===== src/rtl/multicycle_ctrl_if.sv =====
// Control/handshake bundle between the multi-cycle controller and the datapath and memories.
// The master side is the controller; the slave side is the datapath/memory environment.
interface multicycle_ctrl_if #(
  parameter int unsigned CNT_W = 32
);
  logic [5:0]       opcode;
  logic [5:0]       funct;
  logic             alu_zero;
  logic             imem_ack;
  logic             dmem_ack;

  logic             imem_req;
  logic             dmem_req;
  logic             dmem_we;
  logic             ir_we;
  logic             pc_we;
  logic             grf_we;
  logic [1:0]       wa_ctrl;
  logic [1:0]       wd_ctrl;
  logic [1:0]       alu_ctrl;
  logic             alub_ctrl;
  logic             ext_ctrl;
  logic [1:0]       jump_ctrl;
  logic [2:0]       state;
  logic             illegal;
  logic             bus_err;
  logic [CNT_W-1:0] retired;

  modport master (
    input  opcode, funct, alu_zero, imem_ack, dmem_ack,
    output imem_req, dmem_req, dmem_we, ir_we, pc_we, grf_we, wa_ctrl, wd_ctrl, alu_ctrl,
           alub_ctrl, ext_ctrl, jump_ctrl, state, illegal, bus_err, retired
  );

  modport slave (
    output opcode, funct, alu_zero, imem_ack, dmem_ack,
    input  imem_req, dmem_req, dmem_we, ir_we, pc_we, grf_we, wa_ctrl, wd_ctrl, alu_ctrl,
           alub_ctrl, ext_ctrl, jump_ctrl, state, illegal, bus_err, retired
  );
endinterface


===== src/rtl/multicycle_ctrl.sv =====
// Multi-cycle control unit for the MIPS-subset CPU: sequences FETCH/DECODE/EXEC/MEM/WB,
// handshakes with variable-latency memories, counts retired instructions and latches traps.
module multicycle_ctrl #(
  parameter int unsigned ACK_TIMEOUT = 16,
  parameter int unsigned CNT_W       = 32
) (
  input logic               clk,
  input logic               reset,
  multicycle_ctrl_if.master bus
);

  typedef enum logic [2:0] {
    StFetch  = 3'd0,
    StDecode = 3'd1,
    StExec   = 3'd2,
    StMem    = 3'd3,
    StWb     = 3'd4,
    StTrap   = 3'd5
  } state_e;

  typedef enum logic [3:0] {
    InsNop, InsAddu, InsSubu, InsJr, InsOri, InsLw, InsSw, InsBeq, InsLui, InsJal, InsIllegal
  } ins_e;

  localparam int unsigned      WaitW    = $clog2(ACK_TIMEOUT + 1) + 1;
  localparam logic [WaitW-1:0] WaitLast = (ACK_TIMEOUT == 0) ? '0 : WaitW'(ACK_TIMEOUT - 1);
  localparam bit               TimeoutEn = (ACK_TIMEOUT != 0);

  state_e             state_q, state_d;
  logic [WaitW-1:0]   wait_q, wait_d;
  logic               illegal_q, bus_err_q;
  logic [CNT_W-1:0]   retired_q;
  logic               set_illegal, set_bus_err;
  logic               req_wait;
  ins_e               ins;

  logic       ins_alub, ins_ext;
  logic [1:0] ins_alu;

  logic       imem_req, dmem_req, dmem_we, ir_we, pc_we, grf_we;
  logic [1:0] wa_ctrl, wd_ctrl, alu_ctrl, jump_ctrl;
  logic       alub_ctrl, ext_ctrl;

  // Instruction class decode from the IR fields.
  always_comb begin
    ins = InsIllegal;
    case (bus.opcode)
      6'b000000: begin
        case (bus.funct)
          6'b100001: ins = InsAddu;
          6'b100011: ins = InsSubu;
          6'b001000: ins = InsJr;
          6'b000000: ins = InsNop;
          default:   ins = InsIllegal;
        endcase
      end
      6'b001101: ins = InsOri;
      6'b100011: ins = InsLw;
      6'b101011: ins = InsSw;
      6'b000100: ins = InsBeq;
      6'b001111: ins = InsLui;
      6'b000011: ins = InsJal;
      default:   ins = InsIllegal;
    endcase
  end

  // ALU operand/operation selects, held from EXEC through MEM and WB.
  always_comb begin
    ins_alu  = 2'b00;
    ins_alub = 1'b0;
    ins_ext  = 1'b0;
    case (ins)
      InsSubu, InsBeq: ins_alu = 2'b01;
      InsOri: begin
        ins_alu  = 2'b10;
        ins_alub = 1'b1;
      end
      InsLui: begin
        ins_alu  = 2'b11;
        ins_alub = 1'b1;
      end
      InsLw, InsSw: begin
        ins_alub = 1'b1;
        ins_ext  = 1'b1;
      end
      default: ;
    endcase
  end

  always_comb begin
    imem_req    = 1'b0;
    dmem_req    = 1'b0;
    dmem_we     = 1'b0;
    ir_we       = 1'b0;
    pc_we       = 1'b0;
    grf_we      = 1'b0;
    wa_ctrl     = 2'b00;
    wd_ctrl     = 2'b00;
    alu_ctrl    = 2'b00;
    alub_ctrl   = 1'b0;
    ext_ctrl    = 1'b0;
    jump_ctrl   = 2'b00;
    state_d     = state_q;
    set_illegal = 1'b0;
    set_bus_err = 1'b0;
    req_wait    = 1'b0;

    case (state_q)
      StFetch: begin
        imem_req = 1'b1;
        if (bus.imem_ack) begin
          ir_we   = 1'b1;
          state_d = StDecode;
        end else begin
          req_wait = 1'b1;
        end
      end

      StDecode: begin
        ext_ctrl = ins inside {InsLw, InsSw, InsBeq};
        if (ins == InsNop) begin
          pc_we   = 1'b1;
          state_d = StFetch;
        end else if (ins == InsIllegal) begin
          set_illegal = 1'b1;
          state_d     = StTrap;
        end else begin
          state_d = StExec;
        end
      end

      StExec: begin
        alu_ctrl  = ins_alu;
        alub_ctrl = ins_alub;
        ext_ctrl  = ins_ext;
        case (ins)
          InsLw, InsSw: state_d = StMem;
          InsBeq: begin
            pc_we     = 1'b1;
            jump_ctrl = {1'b0, bus.alu_zero};
            state_d   = StFetch;
          end
          InsJal: begin
            grf_we    = 1'b1;
            wa_ctrl   = 2'b10;
            wd_ctrl   = 2'b10;
            pc_we     = 1'b1;
            jump_ctrl = 2'b10;
            state_d   = StFetch;
          end
          InsJr: begin
            pc_we     = 1'b1;
            jump_ctrl = 2'b11;
            state_d   = StFetch;
          end
          default: state_d = StWb;
        endcase
      end

      StMem: begin
        alu_ctrl  = ins_alu;
        alub_ctrl = ins_alub;
        ext_ctrl  = ins_ext;
        dmem_req  = 1'b1;
        dmem_we   = (ins == InsSw);
        if (bus.dmem_ack) begin
          if (ins == InsSw) begin
            pc_we   = 1'b1;
            state_d = StFetch;
          end else begin
            state_d = StWb;
          end
        end else begin
          req_wait = 1'b1;
        end
      end

      StWb: begin
        alu_ctrl  = ins_alu;
        alub_ctrl = ins_alub;
        ext_ctrl  = ins_ext;
        grf_we    = 1'b1;
        pc_we     = 1'b1;
        wa_ctrl   = (ins inside {InsAddu, InsSubu}) ? 2'b01 : 2'b00;
        wd_ctrl   = (ins == InsLw) ? 2'b01 : 2'b00;
        state_d   = StFetch;
      end

      StTrap: ;

      default: state_d = StFetch;
    endcase

    // A same-cycle ack clears req_wait, so it always beats the timeout.
    if (TimeoutEn && req_wait && (wait_q == WaitLast)) begin
      state_d     = StTrap;
      set_bus_err = 1'b1;
    end
  end

  // Counts consecutive unacknowledged request cycles; zero whenever no request is pending.
  always_comb begin
    wait_d = '0;
    if (req_wait) begin
      wait_d = (wait_q == '1) ? wait_q : wait_q + 1'b1;
    end
  end

  always_ff @(posedge clk) begin
    if (reset) begin
      state_q   <= StFetch;
      wait_q    <= '0;
      illegal_q <= 1'b0;
      bus_err_q <= 1'b0;
      retired_q <= '0;
    end else begin
      state_q <= state_d;
      wait_q  <= wait_d;
      if (set_illegal) illegal_q <= 1'b1;
      if (set_bus_err) bus_err_q <= 1'b1;
      if (pc_we) retired_q <= retired_q + CNT_W'(1);
    end
  end

  assign bus.imem_req  = imem_req;
  assign bus.dmem_req  = dmem_req;
  assign bus.dmem_we   = dmem_we;
  assign bus.ir_we     = ir_we;
  assign bus.pc_we     = pc_we;
  assign bus.grf_we    = grf_we;
  assign bus.wa_ctrl   = wa_ctrl;
  assign bus.wd_ctrl   = wd_ctrl;
  assign bus.alu_ctrl  = alu_ctrl;
  assign bus.alub_ctrl = alub_ctrl;
  assign bus.ext_ctrl  = ext_ctrl;
  assign bus.jump_ctrl = jump_ctrl;
  assign bus.state     = state_q;
  assign bus.illegal   = illegal_q;
  assign bus.bus_err   = bus_err_q;
  assign bus.retired   = retired_q;

endmodule


===== src/flat_wrapper.sv =====
// flat-port wrapper written by rule: the top's interface ports become plain ports
module multicycle_ctrl_flat 
#(
  parameter int unsigned ACK_TIMEOUT = 16,
  parameter int unsigned CNT_W       = 32
)
  (clk, reset, bus_opcode, bus_funct, bus_alu_zero, bus_imem_ack, bus_dmem_ack, bus_imem_req, bus_dmem_req, bus_dmem_we, bus_ir_we, bus_pc_we, bus_grf_we, bus_wa_ctrl, bus_wd_ctrl, bus_alu_ctrl, bus_alub_ctrl, bus_ext_ctrl, bus_jump_ctrl, bus_state, bus_illegal, bus_bus_err, bus_retired);
  multicycle_ctrl_if #(.CNT_W(CNT_W)) bus_i ();
  input logic clk;
  input logic reset;
  input wire logic [$bits(bus_i.opcode)-1:0] bus_opcode;
  input wire logic [$bits(bus_i.funct)-1:0] bus_funct;
  input wire logic [$bits(bus_i.alu_zero)-1:0] bus_alu_zero;
  input wire logic [$bits(bus_i.imem_ack)-1:0] bus_imem_ack;
  input wire logic [$bits(bus_i.dmem_ack)-1:0] bus_dmem_ack;
  output wire logic [$bits(bus_i.imem_req)-1:0] bus_imem_req;
  output wire logic [$bits(bus_i.dmem_req)-1:0] bus_dmem_req;
  output wire logic [$bits(bus_i.dmem_we)-1:0] bus_dmem_we;
  output wire logic [$bits(bus_i.ir_we)-1:0] bus_ir_we;
  output wire logic [$bits(bus_i.pc_we)-1:0] bus_pc_we;
  output wire logic [$bits(bus_i.grf_we)-1:0] bus_grf_we;
  output wire logic [$bits(bus_i.wa_ctrl)-1:0] bus_wa_ctrl;
  output wire logic [$bits(bus_i.wd_ctrl)-1:0] bus_wd_ctrl;
  output wire logic [$bits(bus_i.alu_ctrl)-1:0] bus_alu_ctrl;
  output wire logic [$bits(bus_i.alub_ctrl)-1:0] bus_alub_ctrl;
  output wire logic [$bits(bus_i.ext_ctrl)-1:0] bus_ext_ctrl;
  output wire logic [$bits(bus_i.jump_ctrl)-1:0] bus_jump_ctrl;
  output wire logic [$bits(bus_i.state)-1:0] bus_state;
  output wire logic [$bits(bus_i.illegal)-1:0] bus_illegal;
  output wire logic [$bits(bus_i.bus_err)-1:0] bus_bus_err;
  output wire logic [$bits(bus_i.retired)-1:0] bus_retired;
  assign bus_i.opcode = bus_opcode;
  assign bus_i.funct = bus_funct;
  assign bus_i.alu_zero = bus_alu_zero;
  assign bus_i.imem_ack = bus_imem_ack;
  assign bus_i.dmem_ack = bus_dmem_ack;
  assign bus_imem_req = bus_i.imem_req;
  assign bus_dmem_req = bus_i.dmem_req;
  assign bus_dmem_we = bus_i.dmem_we;
  assign bus_ir_we = bus_i.ir_we;
  assign bus_pc_we = bus_i.pc_we;
  assign bus_grf_we = bus_i.grf_we;
  assign bus_wa_ctrl = bus_i.wa_ctrl;
  assign bus_wd_ctrl = bus_i.wd_ctrl;
  assign bus_alu_ctrl = bus_i.alu_ctrl;
  assign bus_alub_ctrl = bus_i.alub_ctrl;
  assign bus_ext_ctrl = bus_i.ext_ctrl;
  assign bus_jump_ctrl = bus_i.jump_ctrl;
  assign bus_state = bus_i.state;
  assign bus_illegal = bus_i.illegal;
  assign bus_bus_err = bus_i.bus_err;
  assign bus_retired = bus_i.retired;
  multicycle_ctrl #(.ACK_TIMEOUT(ACK_TIMEOUT), .CNT_W(CNT_W)) u_core (.clk(clk), .reset(reset), .bus(bus_i));
endmodule

===== config.mk =====
export PLATFORM = sky130hd
export DESIGN_NAME = multicycle_ctrl_flat
export DESIGN_NICKNAME = d
export VERILOG_FILES = /design/src/rtl/multicycle_ctrl_if.sv /design/src/rtl/multicycle_ctrl.sv /design/src/flat_wrapper.sv
export SDC_FILE = /design/constraint.sdc
export NUM_CORES = 1
export LEC_CHECK = 0
export CORE_MARGIN = 10
export CORE_UTILIZATION = 50
export DETAILED_ROUTE_END_ITERATION = 7
export PLACE_DENSITY = 0.8
export SLEW_MARGIN = 20
export SYNTH_ARGS = -nofsm -noshare
export SYNTH_HDL_FRONTEND = slang
export SYNTH_SLANG_ARGS = --single-unit
export TNS_END_PERCENT = 1

===== constraint.sdc =====
create_clock -name clk -period 3.3 [get_ports clk]
set_input_delay 0.66 -clock clk [delete_from_list [all_inputs] [get_ports clk]]
set_output_delay 0.66 -clock clk [all_outputs]
set_load 0.005 [all_outputs]

==> results of run 1 <==
==> per-stage QoR <==
| stage | std cells | setup slack (ps) | util (%) |
|---|---|---|---|
| CTS | 537 | 5.76 | 67.6 |
| finish | 538 | -4.36 | 68.0 |
| detailed placement | 523 | -639 | 65.3 |
| global route | 538 | -42.8 | 68.0 |
| floorplan | 378 | 162 | - |
| global placement | 523 | -578 | 65.3 |
==> cell families after synthesis <==
logic type / synth area share, %
DFF: 28.7
AOI/OAI and AO/OA: 17.3
muxes: 11.9
and+or+nand+nor: 35.0
xor gates and xnor gates: 0.877
buffers and inverters: 5.34
adders and majority gates: 0.835
==> power groups by stage <==
stage | combinational, mW | clock, mW | sequential [mW]
after floorplan | 0.0953 | 0 | 0.544
after global placement | 0.162 | 0 | 0.549
after detailed placement | 0.166 | 0 | 0.549
after CTS | 0.168 | 0.339 | 0.537
after global routing | 0.185 | 0.355 | 0.538
final | 0.170 | 0.334 | 0.537
==> sequential cells by signal, indices dropped and copies added, names as in the netlist <==
| signal | cells |
|---|---|
| u_core.bus.retired | 32 |
| u_core.wait_q | 6 |
| u_core.bus.state | 3 |
| u_core.bus.bus_err | 1 |
| u_core.bus.illegal | 1 |
==> worst paths after layout <==
path,to,slack (ps),depth (start not counted)
max reg2reg,u_core.bus.retired[21]$_SDFFE_PP0P_,730,9
max,bus_alu_ctrl[1],-4,10
min,u_core.bus.bus_err$_SDFFE_PP0P_,480,2
min reg2reg,u_core.bus.bus_err$_SDFFE_PP0P_,480,2
==> synthesized netlist by cell type, types with 4 or more instances <==
cell type  instances  area share (%)
nor2_1            59             7.4
dfxtp_1           43              29
nor2b_1           32             6.7
mux2_1            27              10
a21oi_1           24             4.0
nand3_1           19             3.2
nand2_1           17             2.1
clkbuf_1          16             2.0
nand4_1           13             2.7
nor3_1            11             1.8
a21oi_2           10             2.9
inv_1             10             1.3
and2_1             8             1.7
and3_1             6             1.3
o21ai_0            6             1.0
a31oi_1            4            0.83
and4_1             4             1.2
or2_2              4            0.83
or3_1              4            0.83
==> per-layer routing <==
metal  routed length, um  share of wire [%]
met3                 429                5.3
met2                4020                 50
met4                 128                1.6
met5                   0                  0
met1                3460                 43
==> worst register-to-register path, cell delays in order (launching register included) <==
cell	delay (ps)
dfxtp_1	520
nor2b_1	300
nand2_1	190
inv_1	130
a41o_1	230
a31oi_4	50
buf_4	150
buf_6	200
a2111oi_2	350
mux2_1	350
==> what timing repair did <==
item,CTS,global route
resized for setup,57,4
pin swaps,16,5
setup endpoints to repair,26,25
hold endpoints to repair,0,0
setup buffers,6,1
==> final cells by class <==
| class | count | area (um^2) |
|---|---|---|
| Clock buffer | 6 | 72.6 |
| Timing Repair Buffer | 101 | 890 |
| Sequential cell | 43 | 861 |
| Fill cell | 503 | 1880 |
| Multi-Input combinational cell | 301 | 2040 |
| Inverter | 10 | 37.5 |
| Clock inverter | 2 | 12.5 |
| Tap cell | 75 | 93.8 |
==> reports/results.tsv, run 1 <==
stage	metric	value	unit
yosys	yosys_warnings	0	
timing	setup_tns	-4.36	ps
clock_network	clock_latency	300	ps
hold_path	min_path_type	flip-flop to flip-flop	
critical_path	crit_path_max_incr_delay	560	ps
timing	fmax	0.303	GHz
yosys	synth_nets	397	
cells_and_area	drive_above_1_share	18.4	%
yosys	synthCells	378	
yosys	ys.flop_type	dfxtp_1	
yosys	synth.distinct_cells	60	
power	switching_share	27.6	%
floorplanning	pin_count	70	
timing	slew_violations	0	
status	violations	setup timing	
yosys	async_reset_ff_share	0	%
hold_path	hp-start	u_core.bus.bus_err$_SDFFE_PP0P_	
global_routing	grt_pass1_vias	2779	
power	power_frac_comb	16.3	%
clock_network	cts_tree	yes	
route	detail-route-antenna-nets	0	
global_routing	grt_pass1_wl	13.0	mm
timing	worst_hold_slack	476	ps
clock_network	root_buffer	clkbuf_8	
critical_path	rr_startpoint	u_core.bus.state[0]$_SDFFE_PP0P_	
cells_and_area	nNetsFinal	481	
power	seqPwrFrac	51.5	%
critical_path	cp_data_required_time	2640	ps
status	status	finished, violations left	
global_routing	gr-total-overflow	0	
global_routing	grtUsageTotal	15.6	%
yosys	synth_area_per_cell	7.93	um^2
critical_path	endpoint_kind	output pin	
floorplanning	core	5890	um^2
clock_network	clk_pin_slew	80	ps
critical_path	critical-path-slowest-cell	or4_4	
route	drc	0	
timing	finClkSkew	8.58	ps
power	intPower	0.754	mW
floorplanning	dieWidth	97.4	um
critical_path	startpoint_type	input pin	
place	port_buffers	69	
power	max-vdd-ir-drop	0.185	mV
clock_network	cts.sinks	43	
global_routing	met1_usage	18.1	%
route	viasPerCell	5.62	
timing	worstMarginPinSlew	725	ps
power	p_total	1.04	mW
power	clockPowerShare	32.1	%
place	place_area	3840	um^2
route	drtPass1Iterations	4	
clock_network	cts_buffer_depth	2	
floorplanning	num_rows	28	
timing	fin_crit_sh	100	%
timing	setup-violations-final	1	
critical_path	cp-startpoint	bus_opcode[5]	
clock_network	hold_buffers	0	
timing	fin_ws	-4.36	ps
yosys	ys_seq_area_share	28.7	%
timing	hold_violations	0	
critical_path	crit_buf_inv	5	
yosys	netlist_area	3000	um^2
power	power_density	260	nW/um^2
cells_and_area	num_antenna_cells	0	
critical_path	path_cells	buf_2 -> or4_4 -> or3_4 -> o211ai_4 -> buf_4 -> buf_6 -> nor3_4 -> buf_4 -> nor3b_2 -> buf_2	
critical_path	crit_arrival	2640	ps
yosys	synth_edf_count	0	
floorplanning	start_util	50.9	%
critical_path	path_class	input pin to output pin	
clock_network	cts_buffers	5	
global_routing	top_usage_layer	met2	
place	routabilityCongestion	0.843	
route	wl	8.04	mm
cells_and_area	post-route-cell-area	4000	um^2
flow_run	cap_violations	0	
global_routing	grt_max_degree	45	
floorplanning	die_y	97.4	um
floorplanning	die_area	9490	um^2
cells_and_area	syn_to_final_growth	33.6	%
timing	slew_headroom	51.0	%
global_routing	use_met2	27.3	%
route	avgRoutedWirePerCell	14.9	um
place	dp_hpwl	5.93	mm
critical_path	path_delay_family	simple AND/OR/NAND/NOR gates	
power	leakagePower	1.55	nW
route	num_vias	3025	
global_routing	antenna_found_initial	0	
power	p_switching	0.288	mW
yosys	ys_ff_latch	43	
route	first_iter_violations	168	
global_routing	use_met3	4.05	%
timing	rsz0062_at_grt	true	
cells_and_area	layout_common_cells	nor2_1, clkdlybuf4s50_1, dfxtp_1	
cells_and_area	final_common_cell	nor2_1	
clock_network	h-tree-depth	2	
critical_path	path_max_fanout	5	
timing	min_period	3300	ps
No activity file was read; power rests on OpenSTA's default activity.
==> inputs of run 2 (changes only) <==
- CTS_BUF_LIST: unset -> sky130_fd_sc_hd__clkbuf_4 sky130_fd_sc_hd__clkbuf_8
==> run 2 against run 1 <==
  * The flow still finishes with violations (setup timing)
  * Global-route usage did not move
  * Critical path depth did not move
  * Via count rose by 0.56%
  * Register-to-register slack barely moved
  * Critical path type unchanged
  * Highest routed layer unchanged
==> reports/results.tsv, run 2 (synthesized netlist as in run 1, its figures left out) <==
stage	metric	value	unit	change
place	routabilityCongestion	0.843		unchanged
place	dp_hpwl	5.93	mm	unchanged
critical_path	startpoint_type	input pin		
cells_and_area	drive_above_1_share	18.6	%	+0.22 points
clock_network	cts.sinks	43		unchanged
place	dpl_worst_slack	-639	ps	unchanged
critical_path	crit_buf_inv	5		unchanged
timing	fin_crit_sh	100	%	about the same
critical_path	path_max_fanout	5		unchanged
route	drtPass1Iterations	4		unchanged
status	status	finished, violations left		
timing	min_period	3300	ps	-2.75 ps
global_routing	grt_pass1_wl	13.0	mm	unchanged
timing	fin_ws	-1.61	ps	+2.75 ps
power	leakagePower	1.55	nW	+0.22%
floorplanning	num_rows	28		unchanged
hold_path	holdPathStages	2		unchanged
floorplanning	pin_count	70		unchanged
critical_path	crit_path_max_incr_delay	560	ps	about the same
clock_network	root_buffer	clkbuf_8		
global_routing	gr-total-overflow	0		unchanged
critical_path	path_class	input pin to output pin		
floorplanning	die_area	9490	um^2	unchanged
route	first_iter_violations	160		-4.8%
route	drc	0		unchanged
clock_network	cts_buffer_depth	2		unchanged
timing	setup-violations-final	1		unchanged
place	port_buffers	69		unchanged
cells_and_area	num_antenna_cells	0		unchanged
route	num_vias	3042		+0.56%
timing	worstMarginPinSlew	711	ps	-14.6 ps
critical_path	crit_arrival	2640	ps	about the same
flow_run	cap_violations	0		unchanged
global_routing	antenna_found_initial	0		unchanged
floorplanning	start_util	50.9	%	unchanged
hold_path	min_path_type	flip-flop to flip-flop		
critical_path	cp_data_required_time	2640	ps	about the same
global_routing	grt_pass1_vias	2776		-0.11%
clock_network	cts_buffers	5		unchanged
critical_path	path_delay_family	simple AND/OR/NAND/NOR gates		
timing	slew_violations	0		unchanged
floorplanning	dieWidth	97.4	um	unchanged
floorplanning	core	5890	um^2	unchanged
cells_and_area	nNetsFinal	481		unchanged
power	p_total	1.05	mW	+1.1%
status	violations	setup timing		
floorplanning	die_y	97.4	um	unchanged
clock_network	hold_buffers	0		unchanged
route	viasPerCell	5.65		+0.56%
timing	slew_headroom	51.9	%	+0.99 points
global_routing	grt_max_degree	45		unchanged
global_routing	grtUsageTotal	15.6	%	unchanged
cells_and_area	final_common_cell	nor2_1		
route	avgRoutedWirePerCell	15.0	um	+0.14%
critical_path	path_cells	buf_2 -> or4_4 -> or3_4 -> o211ai_4 -> buf_4 -> buf_6 -> nor3_4 -> buf_4 -> nor3b_2 -> buf_2		
clock_network	cts_tree	yes		
timing	finClkSkew	10.7	ps	+2.09 ps
route	wl	8.05	mm	+0.14%
critical_path	reg2regPathDepth	9		unchanged
cells_and_area	nFillCells	503		unchanged
timing	setup_tns	-1.61	ps	+2.75 ps
critical_path	endpoint_kind	output pin		
clock_network	h-tree-depth	2		unchanged
clock_network	clock_latency	300	ps	about the same
timing	fmax	0.303	GHz	about the same
power	power_density	263	nW/um^2	+0.98%
cells_and_area	largest_reg_flops	32		unchanged
timing	hold_violations	0		unchanged
cells_and_area	syn_to_final_growth	33.7	%	about the same
timing	rsz0062_at_grt	true		
route	detail-route-antenna-nets	0		unchanged
critical_path	critical-path-slowest-cell	or4_4		
critical_path	crit_cells	10		unchanged
power	max-vdd-ir-drop	0.186	mV	+0.74%
cells_and_area	layout_common_cells	nor2_1, clkdlybuf4s50_1, dfxtp_1		
clock_network	clk_pin_slew	80	ps	about the same
-- run 2: cell counts in the layout (fill, tap and decap cells not counted) --
Identical to the previous run, type by type.
-- run 2: routing by layer --
metal,vias to the layer above,routed length [um],global-route usage (%)
li1,1518,-,-
met1,1442,3460,18.1
met2,69,4010,27.3
met3,13,452,4.05
met4,0,130,4.92
met5,-,0,0
-- run 2: layout make-up --
type | count | area, um^2 | share of cell area (%)
Multi-Input combinational cell | 301 | 2040 | 50.8
Timing Repair Buffer | 101 | 890 | 22.2
Sequential cell | 43 | 861 | 21.5
Tap cell | 75 | 93.8 | 2.34
Clock buffer | 6 | 76.3 | 1.90
Inverter | 10 | 37.5 | 0.937
Clock inverter | 2 | 12.5 | 0.312
-- run 2: stage by stage --
stage	instance area, um^2	hold WS [ps]	utilization, %	std cells
floorplan	3000	460	-	378
detailed placement	3840	466	65.3	523
global placement	3840	455	65.3	523
global route	4010	510	68.1	538
finish	4010	476	68.1	538
CTS	3980	485	67.6	537
-- run 2: path summary, 6_finish.rpt --
| path | start | end | slack [ps] |
|---|---|---|---|
| setup / recovery | bus_opcode[5] | bus_alu_ctrl[1] | -2 |
| hold / removal | u_core.bus.bus_err$_SDFFE_PP0P_ | u_core.bus.bus_err$_SDFFE_PP0P_ | 480 |
| setup reg to reg | u_core.bus.state[0]$_SDFFE_PP0P_ | u_core.bus.retired[21]$_SDFFE_PP0P_ | 720 |
| hold reg to reg | u_core.bus.bus_err$_SDFFE_PP0P_ | u_core.bus.bus_err$_SDFFE_PP0P_ | 480 |
-- run 2: power by group --
part | leakage (nW) | switching (mW) | internal [mW]
Clock | 0.0446 | 0.189 | 0.156
Sequential | 0.347 | 0.0113 | 0.525
Combinational | 1.16 | 0.0897 | 0.0801
Total | 1.55 | 0.290 | 0.762
-- run 2: repair_timing --
action,in CTS,in global routing
endpoints found under the setup margin,26,25
resized for setup,57,4
setup buffers,6,1
pin swaps,16,5
-- run 2: tightest hold or removal path: cells and delay by family, from the launching register on --
kind,cells,cell delay (ps)
and+or+nand+nor,2,120
DFF,1,330
==> inputs of run 3 (changes only) <==
- SETUP_SLACK_MARGIN: unset -> 0.02
==> run 3 against run 2 <==
  * The flow now finishes without violations
  * Setup slack better by 28 ps
  * Clock skew is 3.1 ps lower
  * Via count is 0.26% higher
  * Combinational power hardly changed
  * Design area is 0.50% higher
  * Clock power is 1% lower
  * Maximum frequency is 0.85% higher
  * Core utilization is 0.34 points higher
  * Critical path type unchanged
==> reports/results.tsv, run 3 (synthesized netlist as in run 1, its figures left out) <==
stage	metric	value	unit	change
critical_path	crit_path_max_incr_delay	550	ps	about the same
clock_network	cts_buffers	5		unchanged
power	clockPowerShare	32.5	%	-0.4 points
place	dp_hpwl	5.93	mm	unchanged
power	p_switching	0.288	mW	-0.99%
global_routing	grtUsageTotal	15.6	%	unchanged
floorplanning	die_area	9490	um^2	unchanged
power	seqPwrFrac	51.1	%	about the same
cells_and_area	drive_above_1_share	19.4	%	+0.86 points
place	place_inst	523		unchanged
place	port_buffers	69		unchanged
cells_and_area	layout_common_cells	nor2_1, clkdlybuf4s50_1, dfxtp_1		
timing	slew_violations	0		unchanged
timing	finClkSkew	7.56	ps	-3.11 ps
cells_and_area	final_common_cell	nor2_1		
power	intPower	0.762	mW	about the same
timing	setup-violations-final	0		-1
critical_path	startpoint_type	input pin		
route	viasPerCell	5.67		+0.26%
critical_path	crit_path_frequent_cell	buf_6		
clock_network	h-tree-depth	2		unchanged
cells_and_area	syn_to_final_growth	34.3	%	
global_routing	grt_pass1_wl	13.0	mm	unchanged
clock_network	clk_pin_slew	80	ps	about the same
status	status	finished clean		
timing	slew_headroom	53.0	%	+1.1 points
hold_path	min_path_type	flip-flop to flip-flop		
clock_network	clock_latency	300	ps	about the same
floorplanning	die_y	97.4	um	unchanged
global_routing	gr-total-overflow	0		unchanged
place	routabilityCongestion	0.843		unchanged
floorplanning	core	5890	um^2	unchanged
cells_and_area	num_antenna_cells	0		unchanged
route	avgRoutedWirePerCell	15.1	um	+1.1%
clock_network	root_buffer	clkbuf_8		
floorplanning	dieWidth	97.4	um	unchanged
timing	fmax	0.305	GHz	+0.85%
critical_path	path_delay_family	simple AND/OR/NAND/NOR gates		
flow_run	cap_violations	0		unchanged
power	max-vdd-ir-drop	0.185	mV	-0.88%
critical_path	path_max_fanout	5		unchanged
clock_network	cts_buffer_depth	2		unchanged
cells_and_area	nFillCells	504		+0.20%
route	first_iter_violations	168		+5.0%
place	place_area	3840	um^2	unchanged
critical_path	crit_cells	10		unchanged
timing	worstMarginPinSlew	695	ps	-16.3 ps
power	leakagePower	1.58	nW	+1.6%
critical_path	path_class	input pin to output pin		
cells_and_area	fin_cells	538		unchanged
critical_path	endpoint_kind	output pin		
clock_network	cts.sinks	43		unchanged
critical_path	path_cells	buf_6 -> or4_4 -> or3_4 -> o211ai_4 -> buf_6 -> buf_6 -> nor3_4 -> buf_4 -> nor3b_2 -> buf_2		
power	power_frac_comb	16.3	%	+0.2 points
critical_path	reg2reg_setup_slack	630	ps	-90 ps
place	dpl_worst_slack	-639	ps	unchanged
floorplanning	pin_count	70		unchanged
critical_path	crit_buf_inv	5		unchanged
cells_and_area	largest_reg_flops	32		unchanged
cells_and_area	nNetsFinal	481		unchanged
critical_path	cp-startpoint	bus_opcode[3]		
route	drtPass1Iterations	4		unchanged
clock_network	cts_tree	yes		
floorplanning	start_util	50.9	%	unchanged
timing	fin_ws	26.3	ps	+27.9 ps
global_routing	grt_pass1_vias	2776		unchanged
timing	setup_tns	0	ps	+1.61 ps
global_routing	antenna_found_initial	0		unchanged
route	wl	8.14	mm	+1.1%
route	num_vias	3050		+0.26%
timing	min_period	3270	ps	-27.9 ps
critical_path	r2r-end	u_core.bus.retired[21]$_SDFFE_PP0P_		
critical_path	critPathCapture	bus_alu_ctrl[1]		
critical_path	rr_startpoint	u_core.bus.state[0]$_SDFFE_PP0P_		
power	power_density	261	nW/um^2	-0.71%
timing	fin_crit_sh	99.2	%	-0.85 points
critical_path	cp_data_required_time	2640	ps	about the same
floorplanning	num_rows	28		unchanged
timing	hold_violations	0		unchanged
critical_path	crit_arrival	2610	ps	-30 ps
global_routing	grt_max_degree	45		unchanged
critical_path	critical-path-slowest-cell	or4_4		
route	drc	0		unchanged
clock_network	hold_buffers	0		unchanged
critical_path	reg2regPathDepth	9		unchanged
cells_and_area	post-route-cell-area	4030	um^2	+0.50%
power	switching_share	27.4	%	-0.21 points
timing	rsz0062_at_grt	true		
route	detail-route-antenna-nets	0		unchanged
run 3: layout make-up:
cell class / count / area [um^2] / share of cell area, %
multi-input cells: 301 / 2040 / 50.7
repair buffers: 101 / 903 / 22.4
clock inverters: 2 / 12.5 / 0.311
flip-flops and latches: 43 / 861 / 21.4
clock buffers: 6 / 76.3 / 1.89
well taps: 75 / 93.8 / 2.33
inverters: 10 / 37.5 / 0.932
run 3: per-layer routing:
metal	vias up	global-route usage, %	routed length, um
met3	12	4.05	419
li1	1514	-	-
met1	1454	18.1	3530
met5	-	0	0
met2	70	27.3	4050
met4	0	4.92	143
run 3: tightest hold or removal path, cell delays in order (launching register included):
cell and delay [ps]:
dfxtp_1 330, nor2_1 50, nor2_1 70
run 3: worst min path at each step:
stage	depth (start not counted)	startpoint	endpoint	slack [ps]
6_report	2	u_core.bus.bus_err$_SDFFE_PP0P_	u_core.bus.bus_err$_SDFFE_PP0P_	480
3_5_place_dp	2	u_core.bus.bus_err$_SDFFE_PP0P_	u_core.bus.bus_err$_SDFFE_PP0P_	470
3_3_place_gp	2	u_core.bus.bus_err$_SDFFE_PP0P_	u_core.bus.bus_err$_SDFFE_PP0P_	450
5_1_grt	2	u_core.bus.bus_err$_SDFFE_PP0P_	u_core.bus.bus_err$_SDFFE_PP0P_	510
4_1_cts	2	u_core.bus.bus_err$_SDFFE_PP0P_	u_core.bus.bus_err$_SDFFE_PP0P_	490
2_1_floorplan	2	u_core.bus.illegal$_SDFFE_PP0P_	u_core.bus.illegal$_SDFFE_PP0P_	460
run 3: power by group through the flow:
stage	clock (mW)	sequential, mW	combinational (mW)
after global placement	0	0.549	0.162
after global routing	0.364	0.538	0.186
final	0.342	0.537	0.172
after CTS	0.346	0.537	0.169
after floorplan	0	0.544	0.0953
after detailed placement	0	0.549	0.166
run 3: repair_timing:
item / in CTS / in global routing
resized for setup: 59 / 14
pin swaps: 16 / 10
buffers inserted: 6 / 2
setup endpoints to repair: 27 / 26
run 3: per-stage QoR:
step | utilization [%] | total power, mW | hold WS [ps]
6_report | 68.4 | 1.05 | 476
5_1_grt | 68.4 | 1.09 | 510
4_1_cts | 67.7 | 1.05 | 485
3_5_place_dp | 65.3 | 0.715 | 466
3_3_place_gp | 65.3 | 0.711 | 455
2_1_floorplan | - | 0.639 | 460
